==> src/rtl/counter_ctrl_pkg.sv <==
// Shared encodings for the counter sequencing controller.
package counter_ctrl_pkg;

    localparam int unsigned CNT_W_DEF = 4;

    // Command opcodes carried on cmd_op
    localparam logic [2:0] OP_NOP      = 3'd0;
    localparam logic [2:0] OP_START    = 3'd1;
    localparam logic [2:0] OP_STOP     = 3'd2;
    localparam logic [2:0] OP_STEP     = 3'd3;
    localparam logic [2:0] OP_LOAD     = 3'd4;
    localparam logic [2:0] OP_DIR_UP   = 3'd5;
    localparam logic [2:0] OP_DIR_DOWN = 3'd6;
    localparam logic [2:0] OP_CLEAR    = 3'd7;

    // Controller states, encoded as seen on run_state
    typedef enum logic [1:0] {
        ST_IDLE = 2'd0,
        ST_RUN  = 2'd1,
        ST_STEP = 2'd2
    } run_state_e;

endpackage

==> src/rtl/tick_gen.sv <==
// Free-running divider producing a one-cycle enable pulse every DIV_MAX+1 enabled cycles.
module tick_gen #(
    parameter int unsigned DIV_MAX = 212,
    parameter int unsigned DIV_W   = 26
) (
    input  logic clk,
    input  logic rst,
    input  logic en_i,
    input  logic clr_i,
    output logic tick_o
);

    localparam logic [DIV_W-1:0] DivMax = DIV_W'(DIV_MAX);

    logic [DIV_W-1:0] div_q;

    // Tick is decoded from the registered count so it lines up with the terminal cycle
    assign tick_o = en_i & (div_q == DivMax);

    // Divider register: clear has priority, wraps to zero on the terminal value
    always_ff @(posedge clk) begin
        if (rst || clr_i) begin
            div_q <= '0;
        end else if (en_i) begin
            div_q <= tick_o ? '0 : div_q + DIV_W'(1);
        end
    end

endmodule

==> src/rtl/counter_seq_ctrl.sv <==
// Command-driven sequencer for a small wrap-around counter paced by tick_gen.
module counter_seq_ctrl
    import counter_ctrl_pkg::*;
#(
    parameter int unsigned DIV_MAX = 212,
    parameter int unsigned DIV_W   = 26,
    parameter int unsigned CNT_W   = CNT_W_DEF
) (
    input  logic             clk,
    input  logic             rst,
    input  logic             cmd_valid,
    output logic             cmd_ready,
    input  logic [2:0]       cmd_op,
    input  logic [CNT_W-1:0] cmd_data,
    output logic             tick,
    output logic [CNT_W-1:0] counter_out,
    output logic             tc_pulse,
    output logic             dir,
    output logic [1:0]       run_state
);

    run_state_e       state_q;
    logic [CNT_W-1:0] cnt_q;
    logic             dir_q;
    logic             tc_q;

    logic             acc;
    logic             upd_en;
    logic [CNT_W-1:0] cnt_step;
    logic             wraps;
    logic             div_en;
    logic             div_clr;

    assign cmd_ready = (state_q != ST_STEP);
    assign acc       = cmd_valid & cmd_ready;

    // Divider only runs in RUN; leaving RUN or STOP restarts its phase from zero
    assign div_en  = (state_q == ST_RUN);
    assign div_clr = (state_q != ST_RUN) | (acc & (cmd_op == OP_STOP));

    tick_gen #(
        .DIV_MAX(DIV_MAX),
        .DIV_W  (DIV_W)
    ) u_tick_gen (
        .clk   (clk),
        .rst   (rst),
        .en_i  (div_en),
        .clr_i (div_clr),
        .tick_o(tick)
    );

    // Candidate count update using the currently registered direction
    always_comb begin
        upd_en   = tick | (state_q == ST_STEP);
        cnt_step = dir_q ? cnt_q + CNT_W'(1) : cnt_q - CNT_W'(1);
        wraps    = dir_q ? (cnt_q == {CNT_W{1'b1}}) : (cnt_q == '0);
    end

    // FSM, counter, direction and wrap pulse, all registered together
    always_ff @(posedge clk) begin
        if (rst) begin
            state_q <= ST_IDLE;
            cnt_q   <= '0;
            dir_q   <= 1'b1;
            tc_q    <= 1'b0;
        end else begin
            tc_q <= 1'b0;

            // LOAD/CLEAR beat a coincident tick; the dropped update never pulses tc
            if (acc && cmd_op == OP_LOAD) begin
                cnt_q <= cmd_data;
            end else if (acc && cmd_op == OP_CLEAR) begin
                cnt_q <= '0;
            end else if (upd_en) begin
                cnt_q <= cnt_step;
                tc_q  <= wraps;
            end

            if (acc && cmd_op == OP_DIR_UP) begin
                dir_q <= 1'b1;
            end else if (acc && cmd_op == OP_DIR_DOWN) begin
                dir_q <= 1'b0;
            end

            unique case (state_q)
                ST_IDLE: begin
                    if (acc && cmd_op == OP_START) begin
                        state_q <= ST_RUN;
                    end else if (acc && cmd_op == OP_STEP) begin
                        state_q <= ST_STEP;
                    end
                end
                ST_RUN: begin
                    if (acc && cmd_op == OP_STOP) begin
                        state_q <= ST_IDLE;
                    end
                end
                ST_STEP: begin
                    state_q <= ST_IDLE;
                end
                default: begin
                    state_q <= ST_IDLE;
                end
            endcase
        end
    end

    assign counter_out = cnt_q;
    assign tc_pulse    = tc_q;
    assign dir         = dir_q;
    assign run_state   = state_q;

endmodule

==> config.mk <==
export PLATFORM = sky130hd
export DESIGN_NAME = counter_seq_ctrl
export DESIGN_NICKNAME = d
export VERILOG_FILES = /design/src/rtl/counter_ctrl_pkg.sv /design/src/rtl/tick_gen.sv /design/src/rtl/counter_seq_ctrl.sv
export SDC_FILE = /design/constraint.sdc
export NUM_CORES = 1
export LEC_CHECK = 0
export ABC_AREA = 1
export CORE_UTILIZATION = 57
export DETAILED_ROUTE_END_ITERATION = 12
export PLACE_DENSITY = 0.79
export SYNTH_ARGS = -nofsm -noshare
export SYNTH_HDL_FRONTEND = slang
export SYNTH_SLANG_ARGS = --single-unit
==> constraint.sdc <==
create_clock -name clk -period 1.9 [get_ports clk]
set_input_delay 0.57 -clock clk [delete_from_list [all_inputs] [get_ports clk]]
set_output_delay 0.57 -clock clk [all_outputs]
set_load 0.1 [all_outputs]
# Yosys cells after proc, flatten, opt, wreduce, memory -nomap -nowiden
# Index checks and enable logic that the tools add are counted.
[op_classes]
n_addsub = 3
eq_ne = 15
mux = 10
bitwise_logic = 6
n_reduce_logical = 14
[op_table]
columns = ["operator", "count"]
rows = [
  ["$add A26 B1 Y26 const B", 1],
  ["$eq A26 B8 Y1 const B", 1],
  ["$mux W26", 1],
  ["$mux W4", 4],
  ["$eq A3 B3 Y1 const B", 4],
  ["$logic_and A1 B1 Y1", 7],
  ["$eq A3 B2 Y1 const B", 2],
  ["$mux W2", 3],
  ["$add A4 B1 Y4 const B", 1],
  ["$eq A4 B4 Y1 const B", 1],
  ["$logic_not A4 Y1", 1],
  ["$ne A2 B2 Y1 const B", 2],
  ["$pmux W2 S2", 1],
  ["$reduce_or A4 Y1", 1],
  ["$sub A4 B1 Y4 const B", 1],
  ["$and A1 B1 Y1", 3],
  ["$eq A3 B1 Y1 const B", 1],
  ["$ne A3 B3 Y1 const B", 1],
  ["$reduce_bool A3 Y1", 1],
  ["$eq A2 B1 Y1 const B", 1],
  ["$eq A2 B2 Y1 const B", 1],
  ["$logic_not A2 Y1", 1],
  ["$ne A2 B1 Y1 const B", 1],
  ["$or A1 B1 Y1", 2],
  ["5 further kinds", 5],
]
[word_totals]
register_bits = 34
input_bits = 10
out_inout_bits = 10
word_cells = 53

# Longest topological paths before layout
# Gate-level depths: netlist (run 1).
[depth]
depth_word = 6
mapped_depth = 11
mapped_depth_nobuf = 11

# Hierarchy
# From an unflattened synthesis (run 1), not the netlist that was laid out.
[hier_totals]
hier_cells = 340
area_unflattened_um2 = 2185.8
[by_module_without_submodules]
columns = ["mod", "n_inst", "cells_per_inst", "area_per_inst_um2"]
rows = [
  ["tick_gen", 1, 254, 1595.3],
  ["counter_seq_ctrl", 1, 86, 590.6],
]

# Worst setup path after synthesis (run 1)
# Ideal clock, no wire load.
[synth_path]
path_type = "register -> output"
from = "reg state_q[0] (netlist: run_state[0])"
to = "out tick"
arrival_time_ns = 4.268
required_time_ns = 1.330
path_slack_ns = -2.938
path_stages_with_launch = 5
path_buffers = 0
path_cell_list = "dfxtp_1 nand2_2 nor2_1 nand2_1 nor4_1"
[synth_between]
elab_chain_len = 2
[synth_rtl]
columns = ["item", "line", "rtl"]
rows = [
  ["start, declared", "counter_seq_ctrl.sv:22", "run_state_e state_q;"],
  ["start signal, assigned", "counter_seq_ctrl.sv:62", "state_q <= ST_IDLE;"],
  ["start signal, assigned", "counter_seq_ctrl.sv:88", "state_q <= ST_RUN;"],
  ["start signal, assigned", "counter_seq_ctrl.sv:90", "state_q <= ST_STEP;"],
  ["$eq A2 B1 Y1", "counter_seq_ctrl.sv:38", "assign div_en = (state_q == ST_RUN);"],
  ["$and A1 B1 Y1", "tick_gen.sv:18", "assign tick_o = en_i & (div_q == DivMax);"],
  ["end, declared", "counter_seq_ctrl.sv:15", "output logic tick,"],
]
# No other way between the ends.

# Worst setup path after layout (run 1)
[layout_path]
from = "reg u_tick_gen.div_q[20]"
to = "out tick"
[layout_between]
elab_chain_len = 2
[layout_rtl]
columns = ["item", "line", "rtl"]
rows = [
  ["start, declared", "tick_gen.sv:15", "logic [DIV_W-1:0] div_q;"],
  ["start signal, assigned", "tick_gen.sv:25", "div_q <= tick_o ? '0 : div_q + DIV_W'(1);"],
  ["$eq A26 B8 Y1", "tick_gen.sv:18", ""],
  ["$and A1 B1 Y1", "tick_gen.sv:18", ""],
]
# No other way between the ends.

==> results by group, run 1 <==
Yosys
  • Synth warn: 0
  • Cell area after synthesis: around 2200 um^2
  • XOR/XNOR Fraction of Synth Area: 2.82%
  • #FFs+latches synth: 34
  • Mux contribution to synthesized area: 0%
  • Post-synthesis sequential area ratio: 31.3%
  • Simple-gate area share of the yosys netlist: a little under half
  • Post-synth net total: approximately 360
  • Top FF cell, synth: dfxtp_1
  • Largest family of logic cells by synthesized area: simple AND/OR/NAND/NOR gates
  • Distinct cells, synth: 32
  • Compound-gate portion of the synthesized area: 5.06%
  • Number of flops mapped to enable cells by yosys: 0
  • Syn_area_per_cell: roughly 6.4 um^2
  • Mapped Cells: between 300 and 400
  • Synth async-reset ratio: 0%
  • Synth Area in Adders: 3.22%

STA
  • Worst Setup Slack, final: -0.273 ns
  • Unrepaired setup endpoints after global routing: yes
  • Hold slack final: 0.516 ns
  • Tmin final: 2.17 ns
  • Final-report setup violation count: 1
  • Setup Skew: roughly 0.0097 ns
  • Setup_tns: -0.273 ns
  • Fin. max-slew vios: 0
  • Worst rel slew slack: approximately four fifths
  • Max frequency: approximately 460 MHz
  • Worst slew pin tran: 0.306 ns
  • Final hold vios: 0
  • Tcrit/Tclk final: 114%

Clock network
  • Clock sinks: 34
  • Worst-skew pair later-pin latency: between 0.2 and 0.3 ns
  • CTS tree: done
  • CTS buffer count: 5
  • H-tree depth: 2
  • Hold Buf Count CTS: 0
  • Root buf cell: clkbuf_8
  • Clk pin slew, worst setup/hold paths: 0.07 ns
  • Max Root-Sink Buffers: 2

Worst setup path
  • Crit path max-delay cell type: dfxtp_1
  • Crit Path Max Fanout: 3
  • WP data arrival: 1.60 ns
  • Worst path required time: between 1 and 1.5 ns
  • Setup crit start kind: flop
  • Critical R2R Launch: u_tick_gen.div_q[0]
  • Max incr delay on CP: 0.35 ns
  • Reg2reg end: u_tick_gen.div_q[20]
  • R2R Setup Slk: around 0.21 ns
  • Critical path origin: u_tick_gen.div_q[20]
  • Crit-path cells: nor2_4 > nand2_1 > or2_4 > nor4_4 > buf_12
  • R2R depth: 10
  • Setup crit end kind: primary output
  • Setup CP Type: flop to primary output

Routing
  • Initial DRC Count: 164
  • Via count: between 2000 and 2500
  • WL per Instance: approximately 12 um
  • Final WL: 5050 um
  • Antenna viol nets, final: 0
  • DRC: 0
  • Via/cell ratio: around 5
  • Detailed-router iteration count before antenna repair: 4

Placed design
  • Dpl ws: -0.156 ns
  • Hpwl dp: between 3000 and 4000 um
  • Placed cell areas: 2700 um^2
  • GPL Wtd Cong: around 0.94
  • I/O Buffers: 19

Hold path
  • Hold_sp: u_tick_gen.div_q[15]
  • Tightest Hold Check Type: flop to flop
  • Hold depth: 2
  • Hold EP: u_tick_gen.div_q[15]

Floorplanning
  • Die height: around 64 um
  • Core area: between 3000 and 4000 um^2
  • Starting Density: around three fifths
  • Die area: roughly 4000 um^2
  • FP Rows: 22
  • Die X: 63.8 um
  • # IOs: 20

Power
  • Pwr Density: between 500 and 600 nW/um^2
  • Final total power: approximately 1600 uW
  • Leak Pwr: 0.00120 uW
  • Worst vdd rail ir drop: between 300 and 400 uV

Cells and area
  • Synth-to-Final Area Change: 29.4%
  • Nets: 402
  • Post-route cell area: 2820 um^2
  • FILL cells: 278
  • Ant diodes: 0
  • Share of cells above drive strength 1: a little under a quarter

GRT
  • Gr usage total: between 20% and 30%
  • Grt total ovfl: 0
  • Vias in the first global route: between 2000 and 2500
  • Largest net degree at the start of global routing: 13
  • Initial antenna violation count: 0
  • First-pass GRT wire length: 8710 um

Job
  • Number of max-cap violations: 0

Status
  • Failing checks: negative setup slack
  • Status: finished with violations
-- where the power goes --
part	total [uW]	internal, uW	leakage, uW	switching, uW
combinational	338	129	0.000872	210
clock	524	254	0.0000450	270
sequential	752	727	0.000280	24.7
total	1610	1110	0.00120	505
-- registers in the layout, indices dropped and copies added, names as in the netlist --
name and count:
u_tick_gen.div_q 26, counter_out 4, run_state 2, dir 1, tc_pulse 1
-- critical path, delay by kind of cell, from the launching register on --
kind	cells	cell delay (ns)
buf+inv	1	0.22
simple gates	4	0.74
flops	1	0.35
-- through the flow --
step                      cells  util [%]
after detailed placement    426      73.8
final                       436      76.9
after global placement      426      73.8
after floorplan             341         -
after global routing        436      76.9
after CTS                   435      76.4
-- kinds of logic (layout without fill, tap and decap cells) --
group           Yosys count  count (layout)
simple gates            216             216
buf+inv                  59             106
flops                    34              34
compound gates           20              20
xor+xnor                  7               7
fa+ha+maj                 5               5
-- synth_stat cells, types with 2 or more instances --
| library cell | count | area [um^2] |
|---|---|---|
| nand3_1 | 23 | 115 |
| nand4_1 | 9 | 56.3 |
| dfxtp_1 | 34 | 681 |
| nor2_1 | 66 | 248 |
| nor3_1 | 10 | 50.1 |
| nor3b_1 | 2 | 15.0 |
| ha_1 | 4 | 50.1 |
| nand2_1 | 79 | 297 |
| inv_2 | 2 | 7.51 |
| inv_1 | 55 | 206 |
| nor3_2 | 4 | 40.0 |
| xnor2_1 | 2 | 17.5 |
| nor3b_2 | 3 | 37.5 |
| o21ai_0 | 4 | 20.0 |
| xor2_1 | 5 | 43.8 |
| nor2_2 | 7 | 43.8 |
| a21oi_1 | 12 | 60.1 |
| nand2_2 | 6 | 37.5 |
-- per-layer routing --
metal	part of all wire, %	global-route usage (%)	up-vias
li1	-	-	1155
met1	45	33.3	963
met2	48	46.5	70
met3	4.9	5.71	15
met4	2.4	11.6	0
met5	0	0	-
-- cell usage in the layout (no fill, tap or decap), types with 2 or more instances in the layout --
cell type        instances
clkbuf_8                 5
clkinv_2                 2
inv_1                   50
nand2_2                  5
nand3_1                 23
nor2_2                  10
dfxtp_4                  2
nor3b_2                  3
nand2_4                  2
nand4_1                  9
nand2_1                 79
a21oi_1                 12
buf_12                  10
nor2_4                   2
nor3_1                  10
dfxtp_2                 11
buf_4                   22
nor2_1                  62
clkdlybuf4s50_1          9
nor3b_1                  2
dfxtp_1                 21
inv_2                    7
ha_1                     4
xnor2_1                  2
o21ai_0                  4
nor3_2                   4
xor2_1                   5
-- worst max-delay path by stage --
stage	end	depth (start not counted)
2_1_floorplan	tick	4
3_3_place_gp	counter_out[3]	9
3_5_place_dp	counter_out[2]	9
4_1_cts	tick	5
5_1_grt	tick	5
6_report	tick	5
-- what timing repair did --
action / in CTS / in global routing
setup buffers: 1 / 1
setup endpoints to repair: 1 / 5
pin swaps: 2 / 2
resized for setup: 2 / 5
-- area by class of cell --
cell class                      instances  area, um^2  area share [%]
Multi-Input combinational cell        248        1300            46.2
Sequential cell                        34         702            24.9
Timing Repair Buffer                   41         455            16.2
Inverter                               57         214            7.60
Clock buffer                            6        72.6            2.58
Tap cell                               48        60.1            2.13
Clock inverter                          2        10.0           0.355
Note: power is estimated with default switching activity, not from simulation.
==> run 2, diff against run 1 <==
--- a/config.mk
+++ b/config.mk
@@ -6,6 +6,7 @@
 export NUM_CORES = 1
 export LEC_CHECK = 0
 export ABC_AREA = 1
+export ABC_CLOCK_PERIOD_IN_PS = 1900
 export CORE_UTILIZATION = 57
 export DETAILED_ROUTE_END_ITERATION = 12
 export PLACE_DENSITY = 0.79
==> results of run 2 <==
The final DEF is identical to that of run 1; final timing and power are the same.
==> run 3, diff against run 2 <==
--- a/config.mk
+++ b/config.mk
@@ -7,9 +7,9 @@
 export LEC_CHECK = 0
 export ABC_AREA = 1
 export ABC_CLOCK_PERIOD_IN_PS = 1900
-export CORE_UTILIZATION = 57
+export CORE_UTILIZATION = 50
 export DETAILED_ROUTE_END_ITERATION = 12
-export PLACE_DENSITY = 0.79
+export PLACE_DENSITY = 0.71
 export SYNTH_ARGS = -nofsm -noshare
 export SYNTH_HDL_FRONTEND = slang
 export SYNTH_SLANG_ARGS = --single-unit
==> results by group, run 3 (synthesized netlist as in run 1, its figures left out) <==
GRT
  • First-pass GRT wire length: between 8000 and 9000 um
  • Grt total ovfl: 0
  • Largest net degree at the start of global routing: 13
  • Initial antenna violation count: 0
  • Vias in the first global route: between 2000 and 2500
  • Gr usage total: about a quarter

Worst setup path
  • Max incr delay on CP: approximately 0.34 ns
  • Setup CP Type: flop to primary output
  • Crit path max-delay cell type: dfxtp_2
  • Critical path's top delay family: simple AND/OR/NAND/NOR gates
  • Worst path required time: 1.33 ns
  • WP data arrival: 1.46 ns
  • Setup crit end kind: primary output
  • Setup crit start kind: flop
  • Crit-path cells: inv_2 > nand2_1 > nor2_1 > nand2_2 > nor4_4 > buf_12
  • WP buf/inv: 2
  • Crit Path Max Fanout: 4

Job
  • Number of max-cap violations: 0

Hold path
  • Tightest Hold Check Type: flop to flop

Floorplanning
  • Starting Density: between 50 and 60%
  • Die X: 68.0 um
  • Die area: roughly 4600 um^2
  • Die height: 68.0 um
  • # IOs: 20
  • Core area: about 4100 um^2
  • FP Rows: 23

STA
  • Tmin final: approximately 2.0 ns
  • Worst slew pin tran: 0.303 ns
  • Final hold vios: 0
  • Fin. max-slew vios: 0
  • Worst rel slew slack: approximately 80%
  • Unrepaired setup endpoints after global routing: yes
  • Max frequency: between 400 and 500 MHz
  • Final-report setup violation count: 1
  • Tcrit/Tclk final: 107%
  • Hold slack final: between 0.4 and 0.5 ns
  • Worst Setup Slack, final: -0.134 ns
  • Setup Skew: approximately 0.0086 ns

Cells and area
  • Largest register FFs: 26
  • Util after Layout: 70.4%
  • Leading cell type in the layout, fill and taps excluded: nand2_1
  • Synth-to-Final Area Change: 32.3%
  • Nets: 400
  • Share of cells above drive strength 1: 27.2%
  • Post-route cell area: around 2900 um^2
  • Ant diodes: 0
  • Reg with most FFs: u_tick_gen.div_q
  • Most frequent cells in the layout: nand2_1, nor2_1, inv_1

Clock network
  • Max Root-Sink Buffers: 2
  • H-tree depth: 2
  • Clock sinks: 34
  • Clk pin slew, worst setup/hold paths: around 0.07 ns
  • Root buf cell: clkbuf_8
  • Worst-skew pair later-pin latency: roughly 0.29 ns
  • CTS buffer count: 5
  • CTS tree: done

Placed design
  • GPL Wtd Cong: roughly 0.9
  • Dpl ws: -0.143 ns
  • Placed cell areas: roughly 2700 um^2
  • Hpwl dp: around 4000 um
  • I/O Buffers: 19

Routing
  • DRC: 0
  • WL per Instance: about 12 um
  • Detailed-router iteration count before antenna repair: 4
  • Antenna viol nets, final: 0
  • Final WL: 5090 um
  • Initial DRC Count: 114
  • Via/cell ratio: around 5.0
  • Via count: 2189

Power
  • Worst vdd rail ir drop: between 500 and 600 uV
  • Comb pwr share: between 15 and 20%
  • Pwr Density: ~620 nW/um^2
  • Switching Fraction: between 20% and 30%
  • Reg power frac: a little over two fifths
  • Net Switching: about 510 uW
  • Leak Pwr: ~0.0012 uW
  • Clock power share: 39.1%
  • Power Internal: roughly 1300 uW

Status
  • Failing checks: negative setup slack
  • Status: finished with violations
run 3: changes by cell type in the layout (fill, tap and decap cells not counted), moves of 2 or more:
cell      delta
nor2_2       +3
clkinv_2     -2
dfxtp_1      -6
inv_2        +3
nor2_1       -3
nand2_1      -4
dfxtp_2      +5
inv_1        -3
buf_4        -2
nand2_2      +4
run 3: layout make-up:
cell class | count | area, um^2
Multi-Input combinational cell | 248 | 1330
Tap cell | 50 | 62.6
Inverter | 57 | 214
Clock inverter | 1 | 30.0
Sequential cell | 34 | 712
Clock buffer | 7 | 86.3
Fill cell | 351 | 1210
Timing Repair Buffer | 39 | 440
run 3: worst paths after layout:
kind	from	end	slack [ns]	depth (start not counted)
setup reg to reg	u_tick_gen.div_q[0]	u_tick_gen.div_q[20]	0.25	10
setup / recovery	u_tick_gen.div_q[3]	tick	-0.13	6
hold / removal	u_tick_gen.div_q[15]	u_tick_gen.div_q[15]	0.49	2
hold reg to reg	u_tick_gen.div_q[15]	u_tick_gen.div_q[15]	0.49	2
run 3: worst register-to-register path, delay by kind of cell (launching register included):
kind,cells,cell delay (ns)
and+or+nand+nor,8,0.96
adders and majority gates,1,0.18
buffers and inverters,1,0.13
DFF,1,0.33
run 3: per-stage QoR:
stage | total power, uW | setup TNS (ns) | cells
6_report | 1800 | -0.134 | 436
4_1_cts | 1800 | -0.153 | 436
3_3_place_gp | 1100 | -0.788 | 425
2_1_floorplan | 978 | -0.475 | 341
5_1_grt | 1850 | -0.233 | 436
3_5_place_dp | 1110 | -1.51 | 425
run 3: timing repair:
item / CTS / global route
buffers inserted: 3 / 0
pin swaps: 4 / 0
gates resized for setup: 19 / 7
endpoints found under the setup margin: 1 / 3
hold buffers: 0 / 0
run 3: per-layer routing:
layer | vias to the layer above | routed length [um] | global-route usage (%) | part of all wire (%)
met5 | - | 0 | 0 | 0
met4 | 0 | 94 | 8.59 | 1.8
met3 | 9 | 213 | 4.00 | 4.2
met2 | 35 | 2250 | 40.7 | 44
met1 | 995 | 2540 | 34.9 | 50
li1 | 1150 | - | - | -
run 3: power by group through the flow:
stage	Clock [uW]	Sequential [uW]	Combinational, uW
6_report	703	748	346
5_1_grt	723	750	372
4_1_cts	706	748	345
3_5_place_dp	0	769	339
3_3_place_gp	0	769	334
2_1_floorplan	0	855	123
